===== src/rtl/sata_oob_pkg.sv =====
// Shared types and constants for the SATA OOB link controller: FSM states, primitive words,
// K-flag masks and rx_status bit positions.
package sata_oob_pkg;

  typedef enum logic [3:0] {
    StReset,
    StSendComreset,
    StWaitCominit,
    StWaitNoCominit,
    StSendComwake,
    StWaitComwake,
    StWaitIdleRelease,
    StSendD102,
    StSendAlign,
    StLinkUp,
    StFail
  } oob_state_e;

  localparam logic [31:0] AlignWord = 32'h7B4A4ABC;
  localparam logic [31:0] SyncWord  = 32'hB5B5957C;
  localparam logic [31:0] D102Word  = 32'h4A4A4A4A;
  localparam logic [3:0]  PrimK     = 4'b0001;
  localparam logic [3:0]  DataK     = 4'b0000;

  localparam int unsigned RxStatCominit = 2;
  localparam int unsigned RxStatComwake = 1;
  localparam int unsigned RetryW        = 5;

  function automatic logic is_align(input logic [31:0] data, input logic [3:0] k);
    return (data == AlignWord) && (k == PrimK);
  endfunction

endpackage


===== src/rtl/sata_oob_timer.sv =====
// Clearable up-counter that saturates at MaxCount-1 and flags the terminal count.
module sata_oob_timer #(
  parameter int unsigned MaxCount = 66000,
  parameter int unsigned Width    = $clog2(MaxCount)
) (
  input  logic             clk_i,
  input  logic             rst_ni,
  input  logic             clr_i,
  output logic [Width-1:0] count_o,
  output logic             tc_o
);

  localparam logic [Width-1:0] Last = Width'(MaxCount - 1);

  logic [Width-1:0] count_q, count_d;

  always_comb begin
    count_d = count_q;
    if (clr_i) begin
      count_d = '0;
    end else if (count_q != Last) begin
      count_d = count_q + 1'b1;
    end
  end

  always_ff @(posedge clk_i) begin
    if (!rst_ni) begin
      count_q <= '0;
    end else begin
      count_q <= count_d;
    end
  end

  assign count_o = count_q;
  assign tc_o    = (count_q == Last);

endmodule


===== src/rtl/sata_oob_link_ctrl.sv =====
// Host-side SATA OOB controller: COMRESET -> COMINIT -> COMWAKE -> ALIGN, then link-layer TX.
// Define SATA_OOB_RETRY_LIMIT_EN to park in FAIL once MAX_RETRIES timeouts have occurred.
module sata_oob_link_ctrl
  import sata_oob_pkg::*;
#(
  parameter int unsigned TIMEOUT_CYC  = 66000,
  parameter int unsigned IDLE_GAP_CYC = 8,
  parameter int unsigned ALIGN_RUN    = 3,
  parameter int unsigned MAX_RETRIES  = 16
) (
  input  logic        clk,
  input  logic        rst_n,
  input  logic        i_enable,
  input  logic        i_phy_ready,
  input  logic [2:0]  i_rx_status,
  input  logic        i_rx_elec_idle,
  input  logic [31:0] i_rx_data,
  input  logic [3:0]  i_rx_char_is_k,
  input  logic [31:0] i_user_tx_data,
  input  logic [3:0]  i_user_tx_char_is_k,
  output logic        o_tx_comm_start,
  output logic        o_tx_comm_type,
  output logic        o_tx_elec_idle,
  output logic [31:0] o_tx_data,
  output logic [3:0]  o_tx_char_is_k,
  output logic        o_link_up,
  output logic        o_link_fail
);

`ifdef SATA_OOB_RETRY_LIMIT_EN
  localparam bit LimitEn = 1'b1;
`else
  localparam bit LimitEn = 1'b0;
`endif

  localparam int unsigned TimerW    = $clog2(TIMEOUT_CYC);
  localparam int unsigned AlignCntW = $clog2(ALIGN_RUN + 1);
  localparam logic [TimerW-1:0]    IdleGap   = TimerW'(IDLE_GAP_CYC);
  localparam logic [TimerW-1:0]    IdleLast  = TimerW'(IDLE_GAP_CYC - 1);
  localparam logic [AlignCntW-1:0] AlignLast = AlignCntW'(ALIGN_RUN - 1);

  oob_state_e             state_q, state_d;
  logic [RetryW-1:0]      retry_q, retry_d;
  logic [AlignCntW-1:0]   align_cnt_q, align_cnt_d;
  logic [TimerW-1:0]      timer;
  logic                   timer_tc, timer_clr;
  logic                   rx_is_prim, rx_is_align;
  logic                   comm_start_q, comm_type_q, tx_elec_idle_q, link_up_q, link_fail_q;
  logic [31:0]            tx_data_q;
  logic [3:0]             tx_k_q;
  logic                   unused_rx_status;

  assign unused_rx_status = i_rx_status[0];
  assign rx_is_prim       = (i_rx_char_is_k == PrimK);
  assign rx_is_align      = is_align(i_rx_data, i_rx_char_is_k);

  always_comb begin
    state_d     = state_q;
    retry_d     = retry_q;
    align_cnt_d = '0;
    unique case (state_q)
      StReset:           if (i_enable && i_phy_ready) state_d = StSendComreset;
      StSendComreset:    state_d = StWaitCominit;
      StWaitCominit: begin
        if (timer >= IdleGap && i_rx_status[RxStatCominit]) state_d = StWaitNoCominit;
      end
      StWaitNoCominit:   if (!i_rx_status[RxStatCominit]) state_d = StSendComwake;
      StSendComwake:     state_d = StWaitComwake;
      StWaitComwake:     if (i_rx_status[RxStatComwake]) state_d = StWaitIdleRelease;
      StWaitIdleRelease: if (!i_rx_elec_idle) state_d = StSendD102;
      StSendD102:        if (rx_is_align) state_d = StSendAlign;
      StSendAlign: begin
        // Non-primitive words neither advance nor break the run.
        align_cnt_d = align_cnt_q;
        if (rx_is_align) begin
          align_cnt_d = '0;
        end else if (rx_is_prim) begin
          if (align_cnt_q == AlignLast) state_d = StLinkUp;
          else align_cnt_d = align_cnt_q + 1'b1;
        end
      end
      StLinkUp:          if (i_rx_elec_idle && timer == IdleLast) state_d = StReset;
      StFail:            state_d = StFail;
      default:           state_d = StReset;
    endcase

    if (timer_tc && (state_q inside {StWaitCominit, StWaitNoCominit, StWaitComwake,
                                     StWaitIdleRelease, StSendD102})) begin
      retry_d = (retry_q == '1) ? retry_q : retry_q + 1'b1;
      state_d = (LimitEn && 32'(retry_d) >= MAX_RETRIES) ? StFail : StReset;
    end

    if (!i_enable) begin
      state_d = StReset;
      retry_d = '0;
    end else if (!i_phy_ready && state_q != StFail) begin
      state_d = StReset;
    end
  end

  // In LINK_UP the timer measures the current run of rx electrical idle.
  assign timer_clr = (state_d != state_q) || (state_q == StLinkUp && !i_rx_elec_idle);

  sata_oob_timer #(
    .MaxCount(TIMEOUT_CYC),
    .Width   (TimerW)
  ) u_timer (
    .clk_i  (clk),
    .rst_ni (rst_n),
    .clr_i  (timer_clr),
    .count_o(timer),
    .tc_o   (timer_tc)
  );

  always_ff @(posedge clk) begin
    if (!rst_n) begin
      state_q        <= StReset;
      retry_q        <= '0;
      align_cnt_q    <= '0;
      comm_start_q   <= 1'b0;
      comm_type_q    <= 1'b0;
      tx_elec_idle_q <= 1'b1;
      tx_data_q      <= '0;
      tx_k_q         <= '0;
      link_up_q      <= 1'b0;
      link_fail_q    <= 1'b0;
    end else begin
      state_q        <= state_d;
      retry_q        <= retry_d;
      align_cnt_q    <= align_cnt_d;
      comm_start_q   <= (state_d == StSendComreset) || (state_d == StSendComwake);
      comm_type_q    <= (state_d == StSendComwake);
      tx_elec_idle_q <= !(state_d inside {StSendD102, StSendAlign, StLinkUp});
      link_up_q      <= (state_d == StLinkUp);
      link_fail_q    <= LimitEn && (state_d == StFail);
      case (state_d)
        StSendD102: begin
          tx_data_q <= D102Word;
          tx_k_q    <= DataK;
        end
        StSendAlign: begin
          tx_data_q <= AlignWord;
          tx_k_q    <= PrimK;
        end
        StLinkUp: begin
          tx_data_q <= i_user_tx_data;
          tx_k_q    <= i_user_tx_char_is_k;
        end
        default: begin
          tx_data_q <= '0;
          tx_k_q    <= '0;
        end
      endcase
    end
  end

  assign o_tx_comm_start = comm_start_q;
  assign o_tx_comm_type  = comm_type_q;
  assign o_tx_elec_idle  = tx_elec_idle_q;
  assign o_tx_data       = tx_data_q;
  assign o_tx_char_is_k  = tx_k_q;
  assign o_link_up       = link_up_q;
  assign o_link_fail     = link_fail_q;

endmodule

===== config.mk =====
export PLATFORM = sky130hd
export DESIGN_NAME = sata_oob_link_ctrl
export DESIGN_NICKNAME = d
export VERILOG_FILES = /design/src/rtl/sata_oob_pkg.sv /design/src/rtl/sata_oob_timer.sv /design/src/rtl/sata_oob_link_ctrl.sv
export SDC_FILE = /design/constraint.sdc
export NUM_CORES = 1
export LEC_CHECK = 0
export ABC_CLOCK_PERIOD_IN_PS = 2900
export BUFFER_PORTS_ARGS = -buffer_cell sky130_fd_sc_hd__buf_2
export CELL_PAD_IN_SITES_DETAIL_PLACEMENT = 0
export CELL_PAD_IN_SITES_GLOBAL_PLACEMENT = 1
export CORE_MARGIN = 3
export CORE_UTILIZATION = 35
export CTS_CLUSTER_DIAMETER = 120
export DETAILED_ROUTE_END_ITERATION = 12
export PLACE_DENSITY = 0.87
export REMOVE_ABC_BUFFERS = 1
export SLEW_MARGIN = 20
export SYNTH_ARGS = -nofsm -noshare
export SYNTH_HDL_FRONTEND = slang
export SYNTH_SLANG_ARGS = --single-unit

===== constraint.sdc =====
create_clock -name clk -period 2.9 [get_ports clk]
set_input_delay 0.725 -clock clk [delete_from_list [all_inputs] [get_ports clk]]
set_output_delay 0.725 -clock clk [all_outputs]
set_load 0.02 [all_outputs]

==> flow_metrics.tcl <==
set metrics [dict create \
    drive_gt1_frac 0.394 \
    io-pin-count 121 \
    h-tree-depth 3 \
    synth_cell_types 63 \
    post-route-drc-count 0 \
    rsz0062_at_grt "no" \
    diodes 0 \
    clkSinkCount 63 \
    status "completed" \
    required_ps 3120 \
    whs_path_depth 2 \
    area_growth_pct 31.8 \
    vias 2516 \
    fin_crit_ps 2530 \
    die_y_um 96.3 \
    synth_edf_count 0 \
    utilization 0.482 \
    dp_hpwl_um 5100 \
    clkPwrFrac 0.427 \
    path_cells "buf_2, nor4bb_1, nand4_1, or3_1, a21boi_0, nor3b_1, o2111ai_4, buf_12, nor2_1" \
    rrSetupSlack_ps 390 \
    reg2reg_to "o_tx_data[17]" \
    start_util 0.366 \
    wl_per_cell_um 12.6 \
    dieArea_sq_um 9280 \
    antenna_found_initial 0 \
    ys_ff_latch 63 \
    cts_made_buffers 9 \
    mostFrequentLayoutCell "buf_2" \
    min-delay-start "align_cnt_q[1]" \
    crit_buf_inv 2 \
    die_x_um 96.3 \
    p_leak_nw 1.81 \
    slew_headroom 0.604 \
    r2r_start "u_timer.count_o[10]" \
    max_freq_mhz 395 \
    post-route-period-util 0.872 \
    ir_drop_mv 0.326 \
    p_sw_mw 0.414 \
    whs_endpoint "align_cnt_q[1]" \
    synthCells 296 \
    grt_first_pass_wirelength_um 10300 \
    pre_cts_slack_ps 36.9 \
    p_comb_frac 0.072 \
    gp_congestion 0.814 \
    clockRootBuffer "clkbuf_8" \
    worstPathArrival_ps 2750 \
    post-cts-setup-buffers 0 \
    layout_common_cells "118 x buf_2, 63 x dfxtp_1, 34 x nand2_1" \
    powerDensity_nw_per_um2 465 \
    worstMarginPinSlew_ps 595 \
    setup.worst_path.end_class "register" \
    cts_resized 0 \
    cts_max_path_buffers 2 \
    core_area_sq_um 7810 \
    fin_nets 502 \
    cpPeakStageDelay_ps 440 \
    critPathTopFamily "simple AND/OR/NAND/NOR gates" \
    drv_slew 0 \
    stdcell_area_sq_um 3760 \
    netlist_area_sq_um 2860 \
    min_path_type "reg2reg" \
    syn_area_per_cell_sq_um 9.65 \
    drt-vias-per-instance 4.78 \
    yosys_most_used_dff "dfxtp_1" \
    grt_overflow 0 \
    postCtsHoldBufs 0 \
    fin_cells 526 \
    ys_seq_area_frac 0.442 \
    cpMaxStageDelayCell "or3_1" \
    cts_tree "yes" \
    path_clk_slew_ps 70 \
    dr.first_iter.drc_count 60 \
    placed_area_sq_um 3570 \
    crit_path_start_kind "input pin" \
    antenna_left 0 \
    synthArstFlopShare 0 \
    hold_viol 0 \
    worst_slack_ps 371 \
    grt_max_degree 39 \
    path_max_fanout 12 \
    path_class "in2reg" \
    swShare 0.237 \
    track_usage 0.140 \
    filler_cell_count 760 \
    wl_um 6630 \
    dp.cells 510 \
    setup_viol 0 \
    num_rows 32 \
    p_int_mw 1.34 \
    max_cap_viol_count 0 \
    port_buffers 118 \
    clk_latency_ps 330 \
    grt_pass1_vias 2342 \
    first_pass_iters 4 \
    fin_skew_ps 8.37 \
    synth_warnings 0 \
    rr_worst_depth 7 \
    seqPwrFrac 0.501 \
]
-- cell families (layout without fill, tap and decap cells) --
| family | after synthesis | in the layout | share of synthesized area |
|---|---|---|---|
| flops | 63 | 63 | 0.442 |
| fa+ha+maj | 3 | 3 | 0.0131 |
| mux | 3 | 3 | 0.0114 |
| buf+inv | 20 | 148 | 0.0429 |
| simple gates | 149 | 149 | 0.316 |
| xor+xnor | 15 | 15 | 0.0460 |
| other cells | 1 | 1 | 0.00131 |
| compound gates | 42 | 42 | 0.128 |
-- through the flow --
step           hold WS [ps]  power (mW)  TNS (ps)
2_1_floorplan           480       0.951    -24690
3_5_place_dp            510        1.02         0
3_3_place_gp            491        1.02         0
5_1_grt                 563        1.83         0
6_report                524        1.75         0
4_1_cts                 529        1.77         0
-- cell type report --
type | count | area [sq um] | area share
Clock buffer | 9 | 124 | 0.0329
Clock inverter | 7 | 72.6 | 0.0193
Inverter | 7 | 26.3 | 0.00698
Multi-Input combinational cell | 213 | 1490 | 0.394
Sequential cell | 63 | 1260 | 0.335
Tap cell | 102 | 128 | 0.0339
Timing Repair Buffer | 125 | 668 | 0.177
-- power by group through the flow --
| stage | Clock [mW] | Combinational [mW] | Sequential (mW) |
|---|---|---|---|
| 3_3_place_gp | 0 | 0.124 | 0.896 |
| 4_1_cts | 0.767 | 0.127 | 0.877 |
| 2_1_floorplan | 0 | 0.0553 | 0.895 |
| 6_report | 0.746 | 0.126 | 0.877 |
| 3_5_place_dp | 0 | 0.127 | 0.897 |
| 5_1_grt | 0.811 | 0.140 | 0.878 |
-- tightest hold or removal path, cell delays in order (launching register included) --
cell,delay (ps)
dfxtp_1,320
nor2_1,110
a211oi_1,60
-- worst max-delay path by stage --
stage	cells past startpoint	from	slack [ps]	end
6_report	9	i_rx_data[1]	370	u_timer.count_o[7]
4_1_cts	7	u_timer.count_o[10]	390	o_tx_data[17]
2_1_floorplan	6	i_rx_data[6]	-670	o_tx_char_is_k[1]
3_5_place_dp	9	i_rx_data[8]	40	u_timer.count_o[6]
3_3_place_gp	9	i_rx_data[6]	110	u_timer.count_o[7]
5_1_grt	8	state_q[2]	170	o_tx_data[24]
-- per-layer routing --
layer  wire [um]  vias up  global-route usage
li1            -     1272                   -
met1        2860     1147               0.168
met2        3140       91               0.229
met3         573        6              0.0485
met4          60        0              0.0572
met5           0        -                   0
-- cell usage after synthesis, drive strengths merged, types with 3 or more instances --
cell type | number | area (sq um)
a21o | 12 | 90.1
a21oi | 7 | 35.0
and2 | 21 | 131
and3 | 7 | 43.8
and4b | 3 | 30.0
buf | 10 | 85.1
clkbuf | 3 | 11.3
dfxtp | 63 | 1260
ha | 3 | 37.5
inv | 7 | 26.3
nand2 | 36 | 140
nand2b | 3 | 18.8
nand3 | 10 | 55.1
nand4 | 7 | 43.8
nor2 | 31 | 186
nor2b | 4 | 25.0
nor3 | 4 | 20.0
nor3b | 5 | 37.5
nor4b | 3 | 32.5
nor4bb | 3 | 30.0
o2111ai | 3 | 43.8
o22ai | 3 | 18.8
xnor2 | 5 | 43.8
xor2 | 10 | 87.6
-- flip-flops by register name, indices dropped and copies added, names as in the netlist --
signal           count
o_tx_char_is_k       4
o_tx_comm_type       1
o_tx_elec_idle       1
o_tx_data           32
state_q              4
o_link_up            1
u_timer.count_o     17
align_cnt_q          2
o_tx_comm_start      1
(Power assumes the default switching activity.)
